[src/rtl/seq_divider_pkg.sv]
// Shared definitions for the sequential restoring divider: FSM encoding,
// default operand width and the iteration-counter width.
package seq_divider_pkg;

    localparam int unsigned DEF_WIDTH = 4;

    typedef enum logic [1:0] {
        StIdle = 2'd0,
        StBusy = 2'd1,
        StDone = 2'd2
    } state_e;

    // Counter must index 2*width quotient-bit steps
    function automatic int unsigned cnt_width(input int unsigned width);
        return $clog2(2 * width);
    endfunction

    localparam int unsigned DEF_CNT_W = cnt_width(DEF_WIDTH);

endpackage

[src/rtl/seq_divider_step.sv]
// One restoring-division step: shift in the next dividend bit, conditionally
// subtract the divisor and emit one quotient bit.
module seq_divider_step #(
    parameter int unsigned WIDTH = 4
) (
    input  logic [WIDTH:0]   i_rem,
    input  logic             i_msb,
    input  logic [WIDTH-1:0] i_div,
    output logic [WIDTH:0]   o_rem,
    output logic             o_qbit
);

    logic [WIDTH:0] w_shift;
    logic [WIDTH:0] w_div_ext;
    logic           w_ge;

    assign w_shift   = {i_rem[WIDTH-1:0], i_msb};
    assign w_div_ext = {1'b0, i_div};
    // A bit shifted out of the top means r' already exceeds any divisor; the
    // modular subtraction below still yields the correct low bits.
    assign w_ge      = i_rem[WIDTH] | (w_shift >= w_div_ext);

    always_comb begin
        o_rem  = w_shift;
        o_qbit = 1'b0;
        if (w_ge) begin
            o_rem  = w_shift - w_div_ext;
            o_qbit = 1'b1;
        end
    end

endmodule

[src/rtl/seq_divider.sv]
// Iterative unsigned restoring divider: 2*WIDTH-bit dividend by WIDTH-bit
// divisor, one quotient bit per cycle, valid/ready on both sides.
module seq_divider
    import seq_divider_pkg::*;
#(
    parameter int unsigned WIDTH = DEF_WIDTH
) (
    input  logic               clk,
    input  logic               reset,
    input  logic               io_in_valid,
    output logic               io_in_ready,
    input  logic [2*WIDTH-1:0] io_in_lhs,
    input  logic [WIDTH-1:0]   io_in_rhs,
    output logic               io_out_valid,
    input  logic               io_out_ready,
    output logic [2*WIDTH-1:0] io_out_quot,
    output logic [WIDTH-1:0]   io_out_rem,
    output logic               io_out_dbz
);

    localparam int unsigned CNT_W = cnt_width(WIDTH);
    localparam logic [CNT_W-1:0] LAST_CNT = CNT_W'(2 * WIDTH - 1);
    localparam logic [CNT_W-1:0] CNT_ONE  = CNT_W'(1);

    state_e             r_state;
    logic [CNT_W-1:0]   r_cnt;
    logic [2*WIDTH-1:0] r_lhs;
    logic [WIDTH-1:0]   r_div;
    logic [WIDTH:0]     r_rem;
    logic [2*WIDTH-1:0] r_quot;
    logic               r_dbz;
    logic [2*WIDTH-1:0] r_out_quot;
    logic [WIDTH-1:0]   r_out_rem;
    logic               r_out_dbz;

    logic [WIDTH:0]     w_rem_nxt;
    logic               w_qbit;
    logic [2*WIDTH-1:0] w_quot_nxt;

    seq_divider_step #(
        .WIDTH (WIDTH)
    ) u_step (
        .i_rem  (r_rem),
        .i_msb  (r_lhs[2*WIDTH-1]),
        .i_div  (r_div),
        .o_rem  (w_rem_nxt),
        .o_qbit (w_qbit)
    );

    assign w_quot_nxt = {r_quot[2*WIDTH-2:0], w_qbit};

    always_ff @(posedge clk or negedge reset) begin
        if (!reset) begin
            r_state    <= StIdle;
            r_cnt      <= '0;
            r_lhs      <= '0;
            r_div      <= '0;
            r_rem      <= '0;
            r_quot     <= '0;
            r_dbz      <= 1'b0;
            r_out_quot <= '0;
            r_out_rem  <= '0;
            r_out_dbz  <= 1'b0;
        end else begin
            unique case (r_state)
                StIdle: begin
                    if (io_in_valid) begin
                        r_lhs   <= io_in_lhs;
                        r_div   <= io_in_rhs;
                        r_rem   <= '0;
                        r_quot  <= '0;
                        r_dbz   <= (io_in_rhs == '0);
                        r_cnt   <= '0;
                        r_state <= StBusy;
                    end
                end
                StBusy: begin
                    r_lhs  <= {r_lhs[2*WIDTH-2:0], 1'b0};
                    r_rem  <= w_rem_nxt;
                    r_quot <= w_quot_nxt;
                    r_cnt  <= r_cnt + CNT_ONE;
                    // Last step: publish the result in the same edge
                    if (r_cnt == LAST_CNT) begin
                        r_out_quot <= w_quot_nxt;
                        r_out_rem  <= w_rem_nxt[WIDTH-1:0];
                        r_out_dbz  <= r_dbz;
                        r_state    <= StDone;
                    end
                end
                StDone: begin
                    if (io_out_ready) begin
                        r_state <= StIdle;
                    end
                end
                default: begin
                    r_state <= StIdle;
                end
            endcase
        end
    end

    assign io_in_ready  = (r_state == StIdle);
    assign io_out_valid = (r_state == StDone);
    assign io_out_quot  = r_out_quot;
    assign io_out_rem   = r_out_rem;
    assign io_out_dbz   = r_out_dbz;

endmodule

[config.mk]
export PLATFORM = sky130hd
export DESIGN_NAME = seq_divider
export DESIGN_NICKNAME = d
export VERILOG_FILES = /design/src/rtl/seq_divider_pkg.sv /design/src/rtl/seq_divider_step.sv /design/src/rtl/seq_divider.sv
export SDC_FILE = /design/constraint.sdc
export NUM_CORES = 1
export LEC_CHECK = 0
export ABC_AREA = 1
export ABC_CLOCK_PERIOD_IN_PS = 2100
export CORE_UTILIZATION = 50
export DETAILED_ROUTE_END_ITERATION = 8
export HOLD_SLACK_MARGIN = 0.12
export PLACE_DENSITY = 0.82
export SYNTH_ARGS = -nofsm -noshare
export SYNTH_HDL_FRONTEND = slang
export SYNTH_SLANG_ARGS = --single-unit
[constraint.sdc]
create_clock -name clk -period 2.1 [get_ports clk]
set_input_delay 0.63 -clock clk [delete_from_list [all_inputs] [get_ports clk]]
set_output_delay 0.63 -clock clk [all_outputs]
set_load 0.02 [all_outputs]
==> Implementation_results.wiki <==
{| class="wikitable"
! Metric !! Value
|-
| Vertical die dimension || 66.7 µm
|-
| Clock-pin slew on the worst setup and hold paths || 80 ps
|-
| R2R Path Start || r_div[1]$_DFFE_PN0P_
|-
| Final GP Congestion || 0.900
|-
| Synth Flop Type || dfrtp_1
|-
| Number of synthesized register bits || 43
|-
| Number of inserted diodes || 0
|-
| Required time at the worst-slack endpoint || 1470 ps
|-
| Cell area reported after detailed placement || 0.00241 mm²
|-
| Antenna violations before repair || 0
|-
| Unrepaired setup endpoints after global routing || false
|-
| Wire length reported by the detailed router || 3.80 mm
|-
| Final hold violation count || 0
|-
| Peak supply drop || 0.794 mV
|-
| Top achievable clock speed || 0.526 GHz
|-
| Gate count after technology mapping || 228
|-
| Period Utilization, post-route || 90.6%
|-
| Starting utilization of the core area || 52.3%
|-
| Count of buffers added by post-CTS timing repair for setup || 0
|-
| Number of fill cells in the layout || 343
|-
| Post-DP HPWL || 2.77 mm
|-
| Setup TNS Final || 0 ps
|-
| Standard cell core area || 0.00400 mm²
|-
| Worst-case clock buffer depth || 2
|-
| Net count reported at finish || 283
|-
| Leakage Power || 0.00125 µW
|-
| Cell variety after synth || 31
|-
| Run status || completed
|-
| CTS tree || done
|-
| Startpoint Class || flop
|-
| Crit path launch || io_out_dbz$_DFFE_PN0P_
|-
| Worst-Margin Slew || 541 ps
|-
| Gr usage total || 20.0%
|-
| Area delta synth->final || 19.2%
|-
| Post-DRT Antenna Nets || 0
|-
| Pins Over Slew Limit || 0
|-
| Clk sinks || 43
|-
| Average footprint of a synthesized cell || 9.17 µm²
|-
| Post-Layout Inst Area || 0.00249 mm²
|-
| Full die area || 0.00444 mm²
|-
| Total congestion overflow after global routing || 0
|-
| Worst reg2reg path depth || 9
|-
| Time the final worst path needs with I/O delays and setup || 1900 ps
|-
| CP Cell Sequence || clkdlybuf4s50_1
|-
| Yosys top cell area share || 51.5%
|-
| Post-synthesis net count || 251
|-
| Synthesized cell area || 0.00209 mm²
|-
| Maximum number of pins on one net before global-route repair || 24
|-
| Number of top-level design ports || 31
|-
| Library cell contributing the largest single delay on the critical path || clkdlybuf4s50_1
|-
| Wire length of the first global-routing pass || 6.56 mm
|-
| Main area contributors after synthesis || dfrtp_1, nand2_1, inv_1, ha_1, nand3_1
|-
| Tightest Hold Check Type || input port to async pin
|-
| Clock H-tree levels || 2
|-
| WS Path Type || flop to primary output
|-
| Clock Latency Late Sink || 290 ps
|-
| Number of stages on the worst setup path || 1
|-
| FFs w/ async S/R, synth || 100%
|-
| Remaining routing DRC violations || 0
|-
| Initial DRC count || 112
|-
| Total iterations of the first detailed-routing run || 4
|-
| Final setup fails || 0
|-
| Standard-cell rows || 23
|-
| Total vias in the final route || 1610
|-
| Portion of the post-synthesis area used by sequential elements || 51.5%
|-
| Post-DR wirelength/cell || 12.2 µm
|-
| WP data arrival || 1270 ps
|-
| Register-to-register path setup slack || 300 ps
|-
| Top Family by Delay on Critical Path || buffers and inverters
|-
| Crit path capture type || primary output
|-
| Worst Path Max Fanout || 2
|-
| Crit path largest cell delay || 610 ps
|-
| Die span in x || 66.7 µm
|-
| End point of the critical path || io_out_dbz
|-
| Count of buffering cells on the critical path with inverters included || 1
|-
| Worst R2R End || r_rem[2]$_DFFE_PN0P_
|-
| Area leader, netlist || dfrtp_1
|-
| TritonCTS buffer count || 5
|-
| Buffers on Ports || 30
|-
| Maximum clock skew at final layout || 5.17 ps
|-
| Fraction of layout cells with a size suffix above 1 || 14.2%
|-
| Number of vias per cell || 5.18
|-
| Slew margin rel. || 64.0%
|-
| Vias in the first global route || 1535
|-
| Max-cap violations || 0
|-
| Number of synthesized flops with an enable pin || 0
|-
| Number of warnings reported in the yosys synthesis log || 0
|-
| Root buf cell || clkbuf_8
|-
| Power Dens Cells || 1700 mW/mm²
|}
-- cell usage after synthesis, types with 4 or more instances --
library cell,instances
o21ai_1,5
nand2_2,8
nor2_1,11
buf_6,4
nand3_1,15
nand2_1,54
o21ai_0,6
dfrtp_1,43
o21ai_2,7
ha_1,6
o22ai_1,7
inv_1,30
-- state kept, by name, summed over array words and instances, names as in the netlist --
name         flops
r_div            4
r_rem            5
r_cnt            3
io_out_dbz       1
r_dbz            1
r_lhs            8
io_out_rem       4
r_quot           7
r_state          2
io_out_quot      8
-- per-stage QoR --
stage / utilization [%] / hold WS [ps] / worst slack, ps / power [µW] / std cells
floorplan: - / 334 / 665 / 3160 / 228
global placement: 60.3 / 465 / 266 / 3650 / 303
detailed placement: 60.3 / 470 / 221 / 3760 / 303
CTS: 62.3 / 323 / 189 / 4260 / 311
global route: 62.3 / 344 / 148 / 4630 / 311
finish: 62.3 / 314 / 197 / 4230 / 311
-- layout make-up --
class	instances	area, µm²	area share (%)
clock buffers	7	76.3	3.06
clock inverters	1	5.00	0.201
flip-flops and latches	43	1080	43.2
inverters	34	130	5.22
repair buffers	33	328	13.2
multi-input cells	143	815	32.7
well taps	50	62.6	2.51
-- power by group --
part	internal [µW]	switching (µW)
combinational	905	1380
sequential	1220	220
clock	233	267
total	2360	1870
-- placed cells by master, fill, tap and decap left out --
| cell | count |
|---|---|
| dfrtp_1 | 43 |
| clkbuf_8 | 5 |
| o21ai_0 | 6 |
| inv_2 | 3 |
| a211oi_1 | 1 |
| nand3b_1 | 1 |
| o22ai_1 | 7 |
| clkinv_2 | 1 |
| a22o_1 | 2 |
| nor3_2 | 2 |
| o21a_1 | 1 |
| nor3_1 | 2 |
| a211oi_2 | 2 |
| buf_4 | 2 |
| ha_1 | 6 |
| or2_1 | 1 |
| clkdlybuf4s50_1 | 27 |
| inv_1 | 30 |
| o31ai_1 | 1 |
| nor2_4 | 1 |
| o21ai_2 | 7 |
| xor2_1 | 1 |
| a21oi_1 | 3 |
| buf_12 | 1 |
| o21ai_1 | 5 |
| nand2_2 | 8 |
| clkbuf_1 | 2 |
| nor2_1 | 11 |
| nand4_1 | 2 |
| buf_2 | 1 |
| fa_1 | 1 |
| nand2_4 | 3 |
| inv_4 | 1 |
| dlygate4sd2_1 | 2 |
| nand2_1 | 54 |
| nand3_1 | 15 |
-- worst register-to-register path, delay by kind of cell, from the launching register on --
| kind | cells | cell delay (ps) |
|---|---|---|
| fa+ha+maj | 1 | 310 |
| buf+inv | 1 | 60 |
| flops | 1 | 410 |
| simple gates | 7 | 960 |
-- worst min-delay path by stage --
stage,start,end,slack (ps),cells past startpoint
after detailed placement,io_out_rem[3]$_DFFE_PN0P_,io_out_rem[3]$_DFFE_PN0P_,470,2
after floorplan,reset,io_out_dbz$_DFFE_PN0P_,330,0
final,reset,r_rem[3]$_DFFE_PN0P_,310,1
after CTS,reset,io_out_rem[2]$_DFFE_PN0P_,320,1
after global routing,reset,io_out_rem[2]$_DFFE_PN0P_,340,1
after global placement,io_out_rem[2]$_DFFE_PN0P_,io_out_rem[2]$_DFFE_PN0P_,470,2
-- per-layer routing --
metal / global-route usage, % / vias to the layer above / part of all wire (%) / routed length, µm
met4: 10.1 / 0 / 1.8 / 70
met3: 4.79 / 7 / 3.8 / 143
met1: 25.2 / 773 / 47 / 1800
li1: - / 793 / - / -
met2: 31.8 / 37 / 47 / 1790
met5: 0 / - / 0 / 0
-- cell families (layout without fill, tap and decap cells) --
logic type / after synthesis / in the layout / synth area share (%)
AO/OA/AOI/OAI: 35 / 35 / 11.5
XOR/XNOR: 1 / 1 / 0.419
adder cells (fa/ha/maj): 7 / 7 / 4.55
buffers and inverters: 42 / 75 / 9.58
flip-flops: 43 / 43 / 51.5
AND/OR/NAND/NOR: 100 / 100 / 22.5
-- repair_timing --
action                     4_1_cts  5_1_grt
gates resized for setup          2        0
hold buffers                     0        0
setup endpoints to repair        2        0
Power figures use the tool's default switching activity.
